### config.mk
export PLATFORM = sky130hd
export DESIGN_NAME = enduro_sync_fifo_cntl_flat
export DESIGN_NICKNAME = d
export VERILOG_FILES = /design/src/rtl/enduro_sync_fifo_cntl_if.sv /design/src/rtl/enduro_sync_fifo_cntl.sv /design/src/flat_wrapper.sv
export SDC_FILE = /design/constraint.sdc
export NUM_CORES = 1
export LEC_CHECK = 0
export CAP_MARGIN = 20
export CORE_MARGIN = 1.5
export CORE_UTILIZATION = 46
export CTS_BUF_LIST = sky130_fd_sc_hd__clkbuf_16
export DETAILED_ROUTE_END_ITERATION = 10
export PLACE_DENSITY_LB_ADDON = 0.15
export SYNTH_ARGS = -nofsm -noshare
export SYNTH_HDL_FRONTEND = slang
export SYNTH_SLANG_ARGS = --single-unit
export TNS_END_PERCENT = 50
### constraint.sdc
create_clock -name axis_clk -period 3.3 [get_ports axis_clk]
set_clock_uncertainty 0.1 [all_clocks]
set_input_delay 0.99 -clock axis_clk [delete_from_list [all_inputs] [get_ports axis_clk]]
set_output_delay 0.99 -clock axis_clk [all_outputs]
set_load 0.01 [all_outputs]
### src/rtl/enduro_sync_fifo_cntl_if.sv
// Request/status bundle between a FIFO user (master) and enduro_sync_fifo_cntl (slave).
// DEPTH must match the controller instance; widths are derived from it.
interface enduro_sync_fifo_cntl_if #(
    parameter int unsigned DEPTH = 16
);
    localparam int unsigned ADDR_WIDTH = $clog2(DEPTH);
    localparam int unsigned LVL_WIDTH  = $clog2(DEPTH + 1);

    logic                  inc_wr_pointer;
    logic                  inc_rd_pointer;
    logic                  flush;
    logic [LVL_WIDTH-1:0]  full_thresh;
    logic [LVL_WIDTH-1:0]  empty_thresh;
    logic                  err_clear;
    logic                  wr_accept;
    logic                  rd_accept;
    logic                  full_ff;
    logic                  empty_ff;
    logic                  almost_full_ff;
    logic                  almost_empty_ff;
    logic [LVL_WIDTH-1:0]  level_ff;
    logic [ADDR_WIDTH-1:0] wr_mem_addr;
    logic [ADDR_WIDTH-1:0] rd_mem_addr;
    logic                  overflow_ff;
    logic                  underflow_ff;

    modport master (
        output inc_wr_pointer, inc_rd_pointer, flush, full_thresh, empty_thresh, err_clear,
        input  wr_accept, rd_accept, full_ff, empty_ff, almost_full_ff, almost_empty_ff,
        input  level_ff, wr_mem_addr, rd_mem_addr, overflow_ff, underflow_ff
    );

    modport slave (
        input  inc_wr_pointer, inc_rd_pointer, flush, full_thresh, empty_thresh, err_clear,
        output wr_accept, rd_accept, full_ff, empty_ff, almost_full_ff, almost_empty_ff,
        output level_ff, wr_mem_addr, rd_mem_addr, overflow_ff, underflow_ff
    );
endinterface

### src/rtl/enduro_sync_fifo_cntl.sv
// Single-clock FIFO controller for any DEPTH: RAM pointers, fill level, threshold flags, flush.
// Define ENDURO_FIFO_ERR_EN to build the sticky overflow/underflow flags.
module enduro_sync_fifo_cntl #(
    parameter int unsigned DEPTH = 16
) (
    input logic                    axis_clk,
    input logic                    axis_aresetn,
    enduro_sync_fifo_cntl_if.slave fifo
);
    localparam int unsigned ADDR_WIDTH = $clog2(DEPTH);
    localparam int unsigned LVL_WIDTH  = $clog2(DEPTH + 1);
    localparam logic [ADDR_WIDTH-1:0] LAST_ADDR = ADDR_WIDTH'(DEPTH - 1);
    localparam logic [LVL_WIDTH-1:0]  FULL_LVL  = LVL_WIDTH'(DEPTH);

    logic [ADDR_WIDTH-1:0] wr_ptr, rd_ptr, wr_ptr_next, rd_ptr_next;
    logic [LVL_WIDTH-1:0]  level, level_next;
    logic                  full, empty, almost_full, almost_empty;
    logic                  wr_acc, rd_acc;

    always_comb begin
        wr_acc      = fifo.inc_wr_pointer & ~full & ~fifo.flush;
        rd_acc      = fifo.inc_rd_pointer & ~empty & ~fifo.flush;
        wr_ptr_next = wr_ptr;
        rd_ptr_next = rd_ptr;
        level_next  = level;
        if (fifo.flush) begin
            wr_ptr_next = '0;
            rd_ptr_next = '0;
            level_next  = '0;
        end else begin
            if (wr_acc) wr_ptr_next = (wr_ptr == LAST_ADDR) ? '0 : wr_ptr + ADDR_WIDTH'(1);
            if (rd_acc) rd_ptr_next = (rd_ptr == LAST_ADDR) ? '0 : rd_ptr + ADDR_WIDTH'(1);
            // Accepts are gated by full/empty, so +1/-1 can never leave 0..DEPTH.
            unique case ({wr_acc, rd_acc})
                2'b10:   level_next = level + LVL_WIDTH'(1);
                2'b01:   level_next = level - LVL_WIDTH'(1);
                default: level_next = level;
            endcase
        end
    end

    always_ff @(posedge axis_clk or negedge axis_aresetn) begin
        if (!axis_aresetn) begin
            wr_ptr       <= '0;
            rd_ptr       <= '0;
            level        <= '0;
            full         <= 1'b0;
            empty        <= 1'b1;
            almost_full  <= 1'b0;
            almost_empty <= 1'b1;
        end else begin
            wr_ptr       <= wr_ptr_next;
            rd_ptr       <= rd_ptr_next;
            level        <= level_next;
            full         <= (level_next == FULL_LVL);
            empty        <= (level_next == '0);
            almost_full  <= (level_next >= fifo.full_thresh);
            almost_empty <= (level_next < fifo.empty_thresh);
        end
    end

    assign fifo.wr_accept       = wr_acc;
    assign fifo.rd_accept       = rd_acc;
    assign fifo.full_ff         = full;
    assign fifo.empty_ff        = empty;
    assign fifo.almost_full_ff  = almost_full;
    assign fifo.almost_empty_ff = almost_empty;
    assign fifo.level_ff        = level;
    assign fifo.wr_mem_addr     = wr_ptr;
    assign fifo.rd_mem_addr     = rd_ptr;

`ifdef ENDURO_FIFO_ERR_EN
    logic overflow, underflow;

    // A new error event takes precedence over a clear in the same cycle.
    always_ff @(posedge axis_clk or negedge axis_aresetn) begin
        if (!axis_aresetn) begin
            overflow  <= 1'b0;
            underflow <= 1'b0;
        end else begin
            if (fifo.inc_wr_pointer & full & ~fifo.flush) overflow <= 1'b1;
            else if (fifo.err_clear)                      overflow <= 1'b0;
            if (fifo.inc_rd_pointer & empty & ~fifo.flush) underflow <= 1'b1;
            else if (fifo.err_clear)                       underflow <= 1'b0;
        end
    end

    assign fifo.overflow_ff  = overflow;
    assign fifo.underflow_ff = underflow;
`else
    logic unused_err_clear;
    assign unused_err_clear  = fifo.err_clear;
    assign fifo.overflow_ff  = 1'b0;
    assign fifo.underflow_ff = 1'b0;
`endif
endmodule

### src/flat_wrapper.sv
// flat-port wrapper written by rule: the top's interface ports become plain ports
module enduro_sync_fifo_cntl_flat 
#(
    parameter int unsigned DEPTH = 16
)
  (axis_clk, axis_aresetn, fifo_inc_wr_pointer, fifo_inc_rd_pointer, fifo_flush, fifo_full_thresh, fifo_empty_thresh, fifo_err_clear, fifo_wr_accept, fifo_rd_accept, fifo_full_ff, fifo_empty_ff, fifo_almost_full_ff, fifo_almost_empty_ff, fifo_level_ff, fifo_wr_mem_addr, fifo_rd_mem_addr, fifo_overflow_ff, fifo_underflow_ff);
  enduro_sync_fifo_cntl_if #(.DEPTH(DEPTH)) fifo_i ();
  input logic axis_clk;
  input logic axis_aresetn;
  input wire logic [$bits(fifo_i.inc_wr_pointer)-1:0] fifo_inc_wr_pointer;
  input wire logic [$bits(fifo_i.inc_rd_pointer)-1:0] fifo_inc_rd_pointer;
  input wire logic [$bits(fifo_i.flush)-1:0] fifo_flush;
  input wire logic [$bits(fifo_i.full_thresh)-1:0] fifo_full_thresh;
  input wire logic [$bits(fifo_i.empty_thresh)-1:0] fifo_empty_thresh;
  input wire logic [$bits(fifo_i.err_clear)-1:0] fifo_err_clear;
  output wire logic [$bits(fifo_i.wr_accept)-1:0] fifo_wr_accept;
  output wire logic [$bits(fifo_i.rd_accept)-1:0] fifo_rd_accept;
  output wire logic [$bits(fifo_i.full_ff)-1:0] fifo_full_ff;
  output wire logic [$bits(fifo_i.empty_ff)-1:0] fifo_empty_ff;
  output wire logic [$bits(fifo_i.almost_full_ff)-1:0] fifo_almost_full_ff;
  output wire logic [$bits(fifo_i.almost_empty_ff)-1:0] fifo_almost_empty_ff;
  output wire logic [$bits(fifo_i.level_ff)-1:0] fifo_level_ff;
  output wire logic [$bits(fifo_i.wr_mem_addr)-1:0] fifo_wr_mem_addr;
  output wire logic [$bits(fifo_i.rd_mem_addr)-1:0] fifo_rd_mem_addr;
  output wire logic [$bits(fifo_i.overflow_ff)-1:0] fifo_overflow_ff;
  output wire logic [$bits(fifo_i.underflow_ff)-1:0] fifo_underflow_ff;
  assign fifo_i.inc_wr_pointer = fifo_inc_wr_pointer;
  assign fifo_i.inc_rd_pointer = fifo_inc_rd_pointer;
  assign fifo_i.flush = fifo_flush;
  assign fifo_i.full_thresh = fifo_full_thresh;
  assign fifo_i.empty_thresh = fifo_empty_thresh;
  assign fifo_i.err_clear = fifo_err_clear;
  assign fifo_wr_accept = fifo_i.wr_accept;
  assign fifo_rd_accept = fifo_i.rd_accept;
  assign fifo_full_ff = fifo_i.full_ff;
  assign fifo_empty_ff = fifo_i.empty_ff;
  assign fifo_almost_full_ff = fifo_i.almost_full_ff;
  assign fifo_almost_empty_ff = fifo_i.almost_empty_ff;
  assign fifo_level_ff = fifo_i.level_ff;
  assign fifo_wr_mem_addr = fifo_i.wr_mem_addr;
  assign fifo_rd_mem_addr = fifo_i.rd_mem_addr;
  assign fifo_overflow_ff = fifo_i.overflow_ff;
  assign fifo_underflow_ff = fifo_i.underflow_ff;
  enduro_sync_fifo_cntl #(.DEPTH(DEPTH)) u_core (.axis_clk(axis_clk), .axis_aresetn(axis_aresetn), .fifo(fifo_i));
endmodule
Word level (Yosys, flattened, before mapping)

Index checks and enable logic that the tools add are counted.

Register bits after elaboration: 17
Output and inout port bits: 21
Logic and storage cells: 36

Add/sub/neg operators: 4
Magnitude comparators: 2
Eq/ne operators: 5
Multiplexer cells: 8
Bitwise gates (word level): 7
Reductions and logical operators: 3

Operators by type and width:

| operator              | count |
|---|---|
| $mux W4               | 6 |
| $pmux W5 S2           | 1 |
| $add A4 B1 Y4 const B | 2 |
| $eq A4 B4 Y1 const B  | 2 |
| $add A5 B1 Y5 const B | 1 |
| $eq A5 B5 Y1 const B  | 1 |
| $ge A5 B5 Y1          | 1 |
| $logic_not A5 Y1      | 1 |
| $lt A5 B5 Y1          | 1 |
| $mux W5               | 1 |
| $sub A5 B1 Y5 const B | 1 |
| $and A1 B1 Y1         | 4 |
| $reduce_bool A2 Y1    | 2 |
| $not A1 Y1            | 3 |
| $eq A2 B1 Y1 const B  | 1 |
| $eq A2 B2 Y1 const B  | 1 |

Longest topological paths before layout

Gate-level depths: netlist of the first run.

Depth after elaboration: 7
Mapped depth: 15
Depth with buffers taken out: 14

Worst setup path before layout of the first run

No wires, ideal clock.

Path type: in2reg
From: in fifo_flush
To: reg u_core.almost_full, in the netlist u_core.fifo.almost_full_ff
Library setup time: 122 ps
Arrival: 3,471 ps
Data required time: 3,078 ps
Path slack: -392 ps
Stages on the path: 15
Buffers on the path: 1
Cell sequence: buf_6 -> nor3b_4 -> nand2_1 -> xnor2_1 -> ha_1 -> a21o_1 -> nand3_1 -> or3b_2 -> xor2_1 -> nor2_1 -> ha_1 -> a21oi_1 -> nor2b_1 -> o21ai_0 -> nand2b_1

Word-level cells in the longest chain between the ends: 6

Ends and longest elaborated chain:

| item                                         | RTL line                                                 | text |
|---|---|---|
| start, declared                              | flat_wrapper.sv:12                                       | `input wire logic [$bits(fifo_i.flush)-1:0] fifo_flush;` |
| $not A1 Y1                                   | enduro_sync_fifo_cntl.sv:21, enduro_sync_fifo_cntl.sv:22 |  |
| $and A1 B1 Y1, on equally long branches      | enduro_sync_fifo_cntl.sv:22, enduro_sync_fifo_cntl.sv:21 |  |
| $eq A2 B1 Y1 or $eq A2 B2 Y1 (tied branches) | enduro_sync_fifo_cntl.sv:34                              | `unique case ({wr_acc, rd_acc})` |
| $pmux W5 S2                                  | enduro_sync_fifo_cntl.sv:34                              |  |
| $mux W5 (*)                                  | enduro_sync_fifo_cntl.sv:26                              | `if (fifo.flush) begin` |
| named net u_core.level_next[2]               | enduro_sync_fifo_cntl.sv:16                              | `logic [LVL_WIDTH-1:0] level, level_next;` |
| $ge A5 B5 Y1 (*)                             | enduro_sync_fifo_cntl.sv:57                              | `almost_full <= (level_next >= fifo.full_thresh);` |
| end signal, assigned                         | enduro_sync_fifo_cntl.sv:57                              |  |
| end, declared                                | enduro_sync_fifo_cntl.sv:17                              | `logic full, empty, almost_full, almost_empty;` |

The timed path passes the listed nets; every way through them passes the cells marked *.
A chain may end at the register's enable or synchronous reset.

Final worst setup path of the first run

Ends and elaborated chain as after synthesis.

==> results.md, run 1 <==
Timing:
- The slew at the pin with the worst max-slew slack is 0.769 ns.
- The final hold violation count is 0.
- For the finished layout, the period the worst path requires is 3.23 ns.
- The final setup slack of the worst path is 0.0685 ns.
- The headroom to the max-slew limit is 48.6%.
- The maximum clock frequency is 309 MHz.
- Setup violations remaining at the end of the flow were counted as 0.
- Setup repair after global routing could not meet its margin everywhere.
- The max-slew violation count is 0.
- The share of the cycle needed by the critical path after routing is 97.9%.
- The total negative slack is 0 ns.
- The worst hold slack across all endpoints is 0.485 ns.

Final layout:
- The post-layout net count is 207.
- Of the cells placed in the final design, the portion with a size suffix greater than 1 is 22.6%.
- The layout overhead on the synthesized area is 49.7%.
- The final instance count without filler cells is 207.
- The count of antenna diodes in the layout is 0.
- The post-layout instance area is 1790 um2.

Synth:
- Counting distinct cell types in the post-synthesis netlist gives 38.
- For this run, the number of Yosys warnings is 0.
- The commonest register cell after synthesis is sky130_fd_sc_hd__dfrtp_1.
- By area the synthesized netlist is led by sky130_fd_sc_hd__dfrtp_1 (31%), sky130_fd_sc_hd__ha_1 (14%), sky130_fd_sc_hd__dfstp_2 (4.4%).
- After synthesis, the share of flip-flops with an asynchronous set or reset is 100%.
- The mean post-synth cell area is 9.14 um2.
- For this run, the register share of the synthesized area comes to 35.7%.
- The dominant cell by count in the synthesized netlist is sky130_fd_sc_hd__dfrtp_1.
- The proportion of netlist area held by the largest area contributor is 31.3%.
- The post-synthesis cell area is 1200 um2.
- The largest area contributor in the synthesized netlist is sky130_fd_sc_hd__dfrtp_1.
- Ranked by instance count, the synthesized netlist is headed by sky130_fd_sc_hd__dfrtp_1 (15), sky130_fd_sc_hd__ha_1 (13), sky130_fd_sc_hd__nand2_1 (13).
- The count of flip-flops with a built-in enable after synthesis is 0.
- Synthesis produced a netlist whose cell count is 131.
- Synthesis inferred 17 register bits.

CTS:
- CTS built an H-tree with a depth of 1.
- The CTS root buffer is sky130_fd_sc_hd__clkbuf_16.
- TritonCTS built the clock tree.
- The tree built by TritonCTS fans out to 17 sinks.
- The number of clock buffers added by TritonCTS is 3.
- The clock passes through at most 2 buffers.
- The insertion delay to the later sink of the worst-skew pair is 0.25 ns.
- The clock-pin slew on the worst setup and hold paths is 0.05 ns.

Global route:
- Across every metal layer, demand over resource in global routing totals 20.6%.
- The via count of the first global-routing pass is 1049.
- The overall overflow remaining after global route is 0.
- The first-pass GRT wire length is 4360 um.
- The pin count of the biggest net entering global routing is 18.
- The number of antenna violations at the first check in global routing is 0.

Placement:
- The placed instance area is 1640 um2.
- The cell count after placement is 202.
- The HPWL after detailed placement is 2030 um.
- The congestion estimate from routability-driven global placement came to 0.763.
- During placement, the flow inserted port buffers numbering 33.
- The setup slack after placement is -0.651 ns.

Drt:
- The number of vias per cell is 5.33.
- The number of vias after detailed routing is 1104.
- For this block, the initial DRC count from the detailed router was 17.
- The detail route stage leaves a number of antenna-violating nets equal to 0.
- After detailed routing, the number of remaining DRC violations is 0.
- Summed over all layers, the routed wires come to 2640 um.
- The first-pass detailed-route iteration total is 4.
- The routed length per instance is 12.8 um.

Setup path:
- The critical path startpoint category is a primary input.
- The endpoint kind of the worst setup timing path is a flop.
- The arrival time of the worst setup path is 3.26 ns.
- Along the worst path, the maximum fanout reaches 3.
- At the worst endpoint, the required time is 3.33 ns.
- The critical path is of the in -> reg type.

Outcome:
- The flow ran to the end, and the final reports show no timing, DRC or antenna violations.

Worst hold path:
- The path type of the worst min-delay path is reg -> reg.

Job:
- The count of maximum capacitance violations is 0.

Die:
- For this design the top-level I/O count stands at 37.
- The initial core utilization is 48.3%.
- The core region is 2480 um2.
- The floorplan step defined a die boundary enclosing 2920 um2.
- The die is 54.0 um wide.
- The vertical die dimension is 54.0 um.
- The number of placement rows is 18.

Power and ir drop:
- In this run the power density over the cells is 349 nW/um2.
- The cell leakage power is 0.839 nW.
- The worst supply voltage drop on vdd is 0.000330 V.
[timing repair]
action,4_1_cts,5_1_grt
gates cloned,0,0
pin swaps,8,7
hold buffers,0,0
setup buffers,1,0
resized for setup,18,9
endpoints found under the setup margin,6,2
[where the power goes]
group | switching (mW) | internal (mW) | total, mW
logic | 0.0655 | 0.0813 | 0.147
registers | 0.0153 | 0.221 | 0.236
clock network | 0.0810 | 0.162 | 0.243
[flip-flops by register name, indices dropped and copies added (netlist names)]
name	cells
u_core.fifo.almost_empty_ff	1
u_core.fifo.full_ff	1
u_core.fifo.wr_mem_addr	4
u_core.fifo.rd_mem_addr	4
u_core.fifo.almost_full_ff	1
u_core.fifo.empty_ff	1
u_core.fifo.level_ff	5
[final timing paths]
kind	slack (ns)	end	depth (start not counted)	start
max	0.07	u_core.fifo.almost_full_ff$_DFF_PN0_	15	fifo_flush
min	0.48	u_core.fifo.wr_mem_addr[1]$_DFFE_PN0P_	2	u_core.fifo.wr_mem_addr[1]$_DFFE_PN0P_
max reg2reg	0.41	u_core.fifo.almost_full_ff$_DFF_PN0_	14	u_core.fifo.empty_ff$_DFF_PN1_
min reg2reg	0.48	u_core.fifo.wr_mem_addr[1]$_DFFE_PN0P_	2	u_core.fifo.wr_mem_addr[1]$_DFFE_PN0P_
max in group asynchronous	1.52	u_core.fifo.rd_mem_addr[0]$_DFFE_PN0P_	1	axis_aresetn
min in group asynchronous	1.10	u_core.fifo.level_ff[4]$_DFF_PN0_	1	axis_aresetn
[placed cells by master, fill, tap and decap left out, types with 7 or more instances in the layout]
cell type and count:
sky130_fd_sc_hd__a21oi_1 9, sky130_fd_sc_hd__clkdlybuf4s50_1 29, sky130_fd_sc_hd__nand2b_1 7, sky130_fd_sc_hd__dfrtp_1 15
sky130_fd_sc_hd__ha_1 11, sky130_fd_sc_hd__nand2_1 12, sky130_fd_sc_hd__buf_4 14, sky130_fd_sc_hd__inv_1 10
sky130_fd_sc_hd__nor2_1 8
[cell type report]
class                           instances  area, um2
Tap cell                               30       37.5
Fill cell                             199        684
Inverter                               10       37.5
Clock inverter                          1       5.00
Timing Repair Buffer                   47        437
Multi-Input combinational cell         99        773
Sequential cell                        17        428
Clock buffer                            3       75.1
[worst max-delay path, stage by stage]
cell	delay, ns
sky130_fd_sc_hd__buf_6	0.10
sky130_fd_sc_hd__nor3b_4	0.19
sky130_fd_sc_hd__nand2_2	0.10
sky130_fd_sc_hd__xnor2_2	0.14
sky130_fd_sc_hd__ha_2	0.17
sky130_fd_sc_hd__a21o_1	0.18
sky130_fd_sc_hd__nand3_1	0.07
sky130_fd_sc_hd__or3b_4	0.38
sky130_fd_sc_hd__xor2_2	0.16
sky130_fd_sc_hd__nor2_2	0.17
sky130_fd_sc_hd__ha_1	0.26
sky130_fd_sc_hd__a21oi_2	0.11
sky130_fd_sc_hd__nor2b_1	0.05
sky130_fd_sc_hd__o21ai_1	0.12
sky130_fd_sc_hd__nand2b_1	0.07
[kinds of logic after synthesis]
| kind of cell | share of synthesized area, % |
|---|---|
| DFF | 35.7 |
| and+or+nand+nor | 21.2 |
| muxes | 0.836 |
| other | 0.313 |
| adders and majority gates | 13.6 |
| AOI/OAI and AO/OA | 16.8 |
| buffers and inverters | 6.37 |
| xor gates and xnor gates | 5.12 |
[per-layer routing]
layer / vias up / share of wire (%) / GRT usage [%] / wire length [um]
met5: - / 0 / 0 / 0
met3: 5 / 2.8 / 2.50 / 74
met2: 25 / 51 / 36.8 / 1350
met4: 0 / 1.3 / 7.50 / 34
li1: 540 / - / - / -
met1: 534 / 45 / 25.4 / 1190
[stage by stage]
stage          power, mW  utilization [%]
2_1_floorplan      0.310                -
3_3_place_gp       0.372             66.2
3_5_place_dp       0.377             66.2
4_1_cts            0.627             70.8
5_1_grt            0.657             72.4
6_report           0.626             72.4
No activity file was read; power rests on OpenSTA's default activity.
==> inputs of run 2 (changes only) <==
CORE_ASPECT_RATIO = 0.6   (was unset)
==> run 2 against run 1 <==
- routed wire length increased by 7.3%
- count of clock-buffer cells in the layout unchanged
- cell count increased by 0.97%
- sequential power about the same
- core utilization decreased by 1.9 points
- hold slack improved by 0.010 ns
- die area increased by 0.34%
- via count increased by 1.0%
- register-to-register slack improved by 0.03 ns
- non-clock buffer count unchanged
- largest cell class unchanged
==> results.md, run 2 (synthesis results as in run 1) <==
Outcome:
- The flow ran to the end, and the final reports show no timing, DRC or antenna violations.

Setup path:
- The arrival time of the worst setup path was 3.32 ns (+0.06 ns).
- The type of the worst setup path is in -> reg.
- The register-to-register setup slack is 0.44 ns (+0.03 ns).
- Walking the worst path, the cells encountered are buf_2, nor3b_4, nand2_2, xnor2_1, ha_2, a21o_1, nand3_1, or3b_4, xor2_2, nor2_2, ha_1, a21oi_2, nor2b_1, o21ai_1, nand2b_1.
- The required arrival time at the worst endpoint was 3.33 ns (about the same).
- The path depth of the worst reg2reg path is 14 (unchanged).
- STA classifies the critical path startpoint as a primary input.
- For this design, the slowest cell found on the critical path is sky130_fd_sc_hd__or3b_4.
- The largest stage delay on the critical path came to 0.39 ns (about the same).
- The worst register-to-register path ends at u_core.fifo.almost_full_ff$_DFF_PN0_.
- The worst setup path is captured at a flop.
- The total buffers and inverters traversed by the critical path was 1 (unchanged).
- The peak fanout along the critical path is 4 (+1).
- In this run the critical register-to-register path is launched from u_core.fifo.empty_ff$_DFF_PN1_.
- On the critical path the largest part of the delay comes from simple AND/OR/NAND/NOR gates.

CTS:
- The clock-pin slew on the worst setup and hold paths is 0.05 ns (about the same).
- In this run the clock root is driven by a sky130_fd_sc_hd__clkbuf_16.
- The number of hold buffers added after CTS is 0 (unchanged).
- The insertion delay to the later sink of the worst-skew pair came to 0.25 ns (about the same).
- The number of sinks driven by the clock tree was 17 (unchanged).
- The maximum buffer depth of the clock tree came to 2 (unchanged).
- The maximum level of the CTS H-tree is 1 (unchanged).
- The clock tree from TritonCTS is built.
- The TritonCTS buffer count is 3 (unchanged).

Drt:
- The count of nets left with antenna violations after detail routing is 0 (unchanged).
- The initial detailed-routing violation count came to 84 (+67).
- The number of vias per cell came to 5.33 (about the same).
- The number of vias after detailed routing is 1115 (+1.0%).
- The first-pass detailed-route iteration total is 4 (unchanged).
- The routed length per instance came to 13.6 um (+6.3%).
- The wire length reported by the detailed router is 2830 um (+7.3%).
- The DRC violations left came to 0 (unchanged).

Final layout:
- The library cell used most frequently in the layout, excluding fill and tap cells, is sky130_fd_sc_hd__clkdlybuf4s50_1.
- The library cells used most frequently in the layout, excluding fill and tap cells, are sky130_fd_sc_hd__clkdlybuf4s50_1 (29), sky130_fd_sc_hd__dfrtp_1 (15), sky130_fd_sc_hd__buf_4 (14).
- The share of cells above drive strength 1 is 20.3% (-2.3 points).
- The post-layout instance area came to 1750 um2 (-2.2%).
- The final instance count without filler cells is 209 (+0.97%).
- The number of flip-flops in the largest register was 5 (unchanged).
- The post-layout net count is 207 (unchanged).
- Compared with the post-synthesis result, the final layout area differs by 46.5%.
- The count of antenna diodes in the layout came to 0 (unchanged).

Timing:
- The final-report setup violation count came to 0 (unchanged).
- The maximum clock frequency is 304 MHz (-1.8%).
- The share of the cycle needed by the critical path after routing is 99.7% (+1.8 points).
- The max-slew violation count is 0 (unchanged).
- The total negative slack was 0 ns (unchanged).
- Setup repair after global routing could not meet its margin everywhere.
- The headroom to the max-slew limit was 48.7% (+0.10 points).
- The final hold violation count is 0 (unchanged).
- The slew at the pin with the worst max-slew slack is 0.768 ns (-0.00150 ns).
- The minimum clock period is 3.29 ns (+0.0585 ns).

Worst hold path:
- The worst hold path depth came to 2 (unchanged).
- The path type of the worst min-delay path is reg -> reg.
- The startpoint of the lowest-slack hold path is u_core.fifo.rd_mem_addr[2]$_DFFE_PN0P_.
- The worst hold path endpoint is u_core.fifo.rd_mem_addr[2]$_DFFE_PN0P_.

Job:
- The count of maximum capacitance violations is 0 (unchanged).

Die:
- The number of placed I/O pins is 37 (unchanged).
- The die area came to 2930 um2 (+0.34%).
- The area of the core is 2490 um2 (+0.40%).
- The initial core utilization came to 48.1% (-0.19 points).
- The vertical die dimension was 42.5 um (-21%).
- The horizontal die dimension came to 68.9 um (+27%).
- The number of placement rows was 14 (-4).

Placement:
- The HPWL after detailed placement is 2200 um (+8.4%).
- The placed instance area is 1640 um2 (-0.30%).
- The cell count after placement is 203 (+0.50%).
- The final weighted congestion in routability-driven placement is 0.753 (-1.3%).
- The count of input and output buffers is 33 (unchanged).

Global route:
- The via count of the first global-routing pass is 1001 (-4.6%).
- The pin count of the biggest net entering global routing is 18 (unchanged).
- The overall overflow remaining after global route came to 0 (unchanged).
- The first-pass GRT wire length came to 4460 um (+2.4%).
- The number of antenna violations at the first check in global routing is 0 (unchanged).
- The global-route total usage across every layer is 20.8% (+0.15 points).

Power and ir drop:
- The power per unit of standard cell area is 353 nW/um2 (+1.0%).
- The cell leakage power is 0.821 nW (-2.1%).
- The worst supply voltage drop on vdd is 0.000255 V (-23%).
-- run 2: cell counts in the layout (fill, tap and decap cells not counted) --
No cell type changed its count.
-- run 2: metal layers --
metal / global-route usage (%) / part of all wire, % / wire length [um]
met4: 3.92 / 0.14 / 4
met5: 0 / 0 / 0
met2: 35.2 / 51 / 1450
met1: 25.8 / 43 / 1230
met3: 6.99 / 5.4 / 153
-- run 2: worst min-delay path: cells and delay by family (launching register included) --
kind / cells / cell delay [ns]
flip-flops: 1 / 0.39
AND/OR/NAND/NOR: 1 / 0.08
XOR/XNOR: 1 / 0.09
-- run 2: final cells by class --
cell class / instances / area [um2]
Timing Repair Buffer: 47 / 430
Inverter: 10 / 37.5
Sequential cell: 17 / 428
Tap cell: 32 / 40.0
Fill cell: 184 / 733
Clock buffer: 3 / 75.1
Clock inverter: 1 / 5.00
Multi-Input combinational cell: 99 / 738
-- run 2: timing repair --
item                                    4_1_cts  5_1_grt
pin swaps                                     8        6
endpoints found under the setup margin        5        2
resized for setup                            20        2
buffers inserted                              1        1
-- run 2: worst max path at each step --
stage	from	end	depth (start not counted)
3_3_place_gp	fifo_inc_rd_pointer	u_core.fifo.almost_full_ff$_DFF_PN0_	15
5_1_grt	fifo_inc_rd_pointer	u_core.fifo.almost_full_ff$_DFF_PN0_	15
3_5_place_dp	fifo_inc_rd_pointer	u_core.fifo.almost_full_ff$_DFF_PN0_	15
4_1_cts	fifo_flush	u_core.fifo.almost_full_ff$_DFF_PN0_	15
2_1_floorplan	fifo_flush	u_core.fifo.almost_full_ff$_DFF_PN0_	15
6_report	fifo_inc_rd_pointer	u_core.fifo.almost_full_ff$_DFF_PN0_	15
-- run 2: per-stage QoR --
stage                     power [mW]  utilization, %  setup slack, ns  hold WS [ns]
after detailed placement       0.379            65.7           -0.695         0.487
after global routing           0.648            70.5           -0.142         0.524
after CTS                      0.622            69.8           0.0170         0.498
after global placement         0.371            65.7           -0.600         0.464
final                          0.619            70.5           0.0101         0.495
after floorplan                0.310               -           -0.260         0.489
-- run 2: power by group --
group	leakage (nW)	switching, mW	internal [mW]
combinational	0.552	0.0653	0.0779
sequential	0.228	0.0163	0.221
clock	0.0409	0.0763	0.162
total	0.821	0.158	0.461
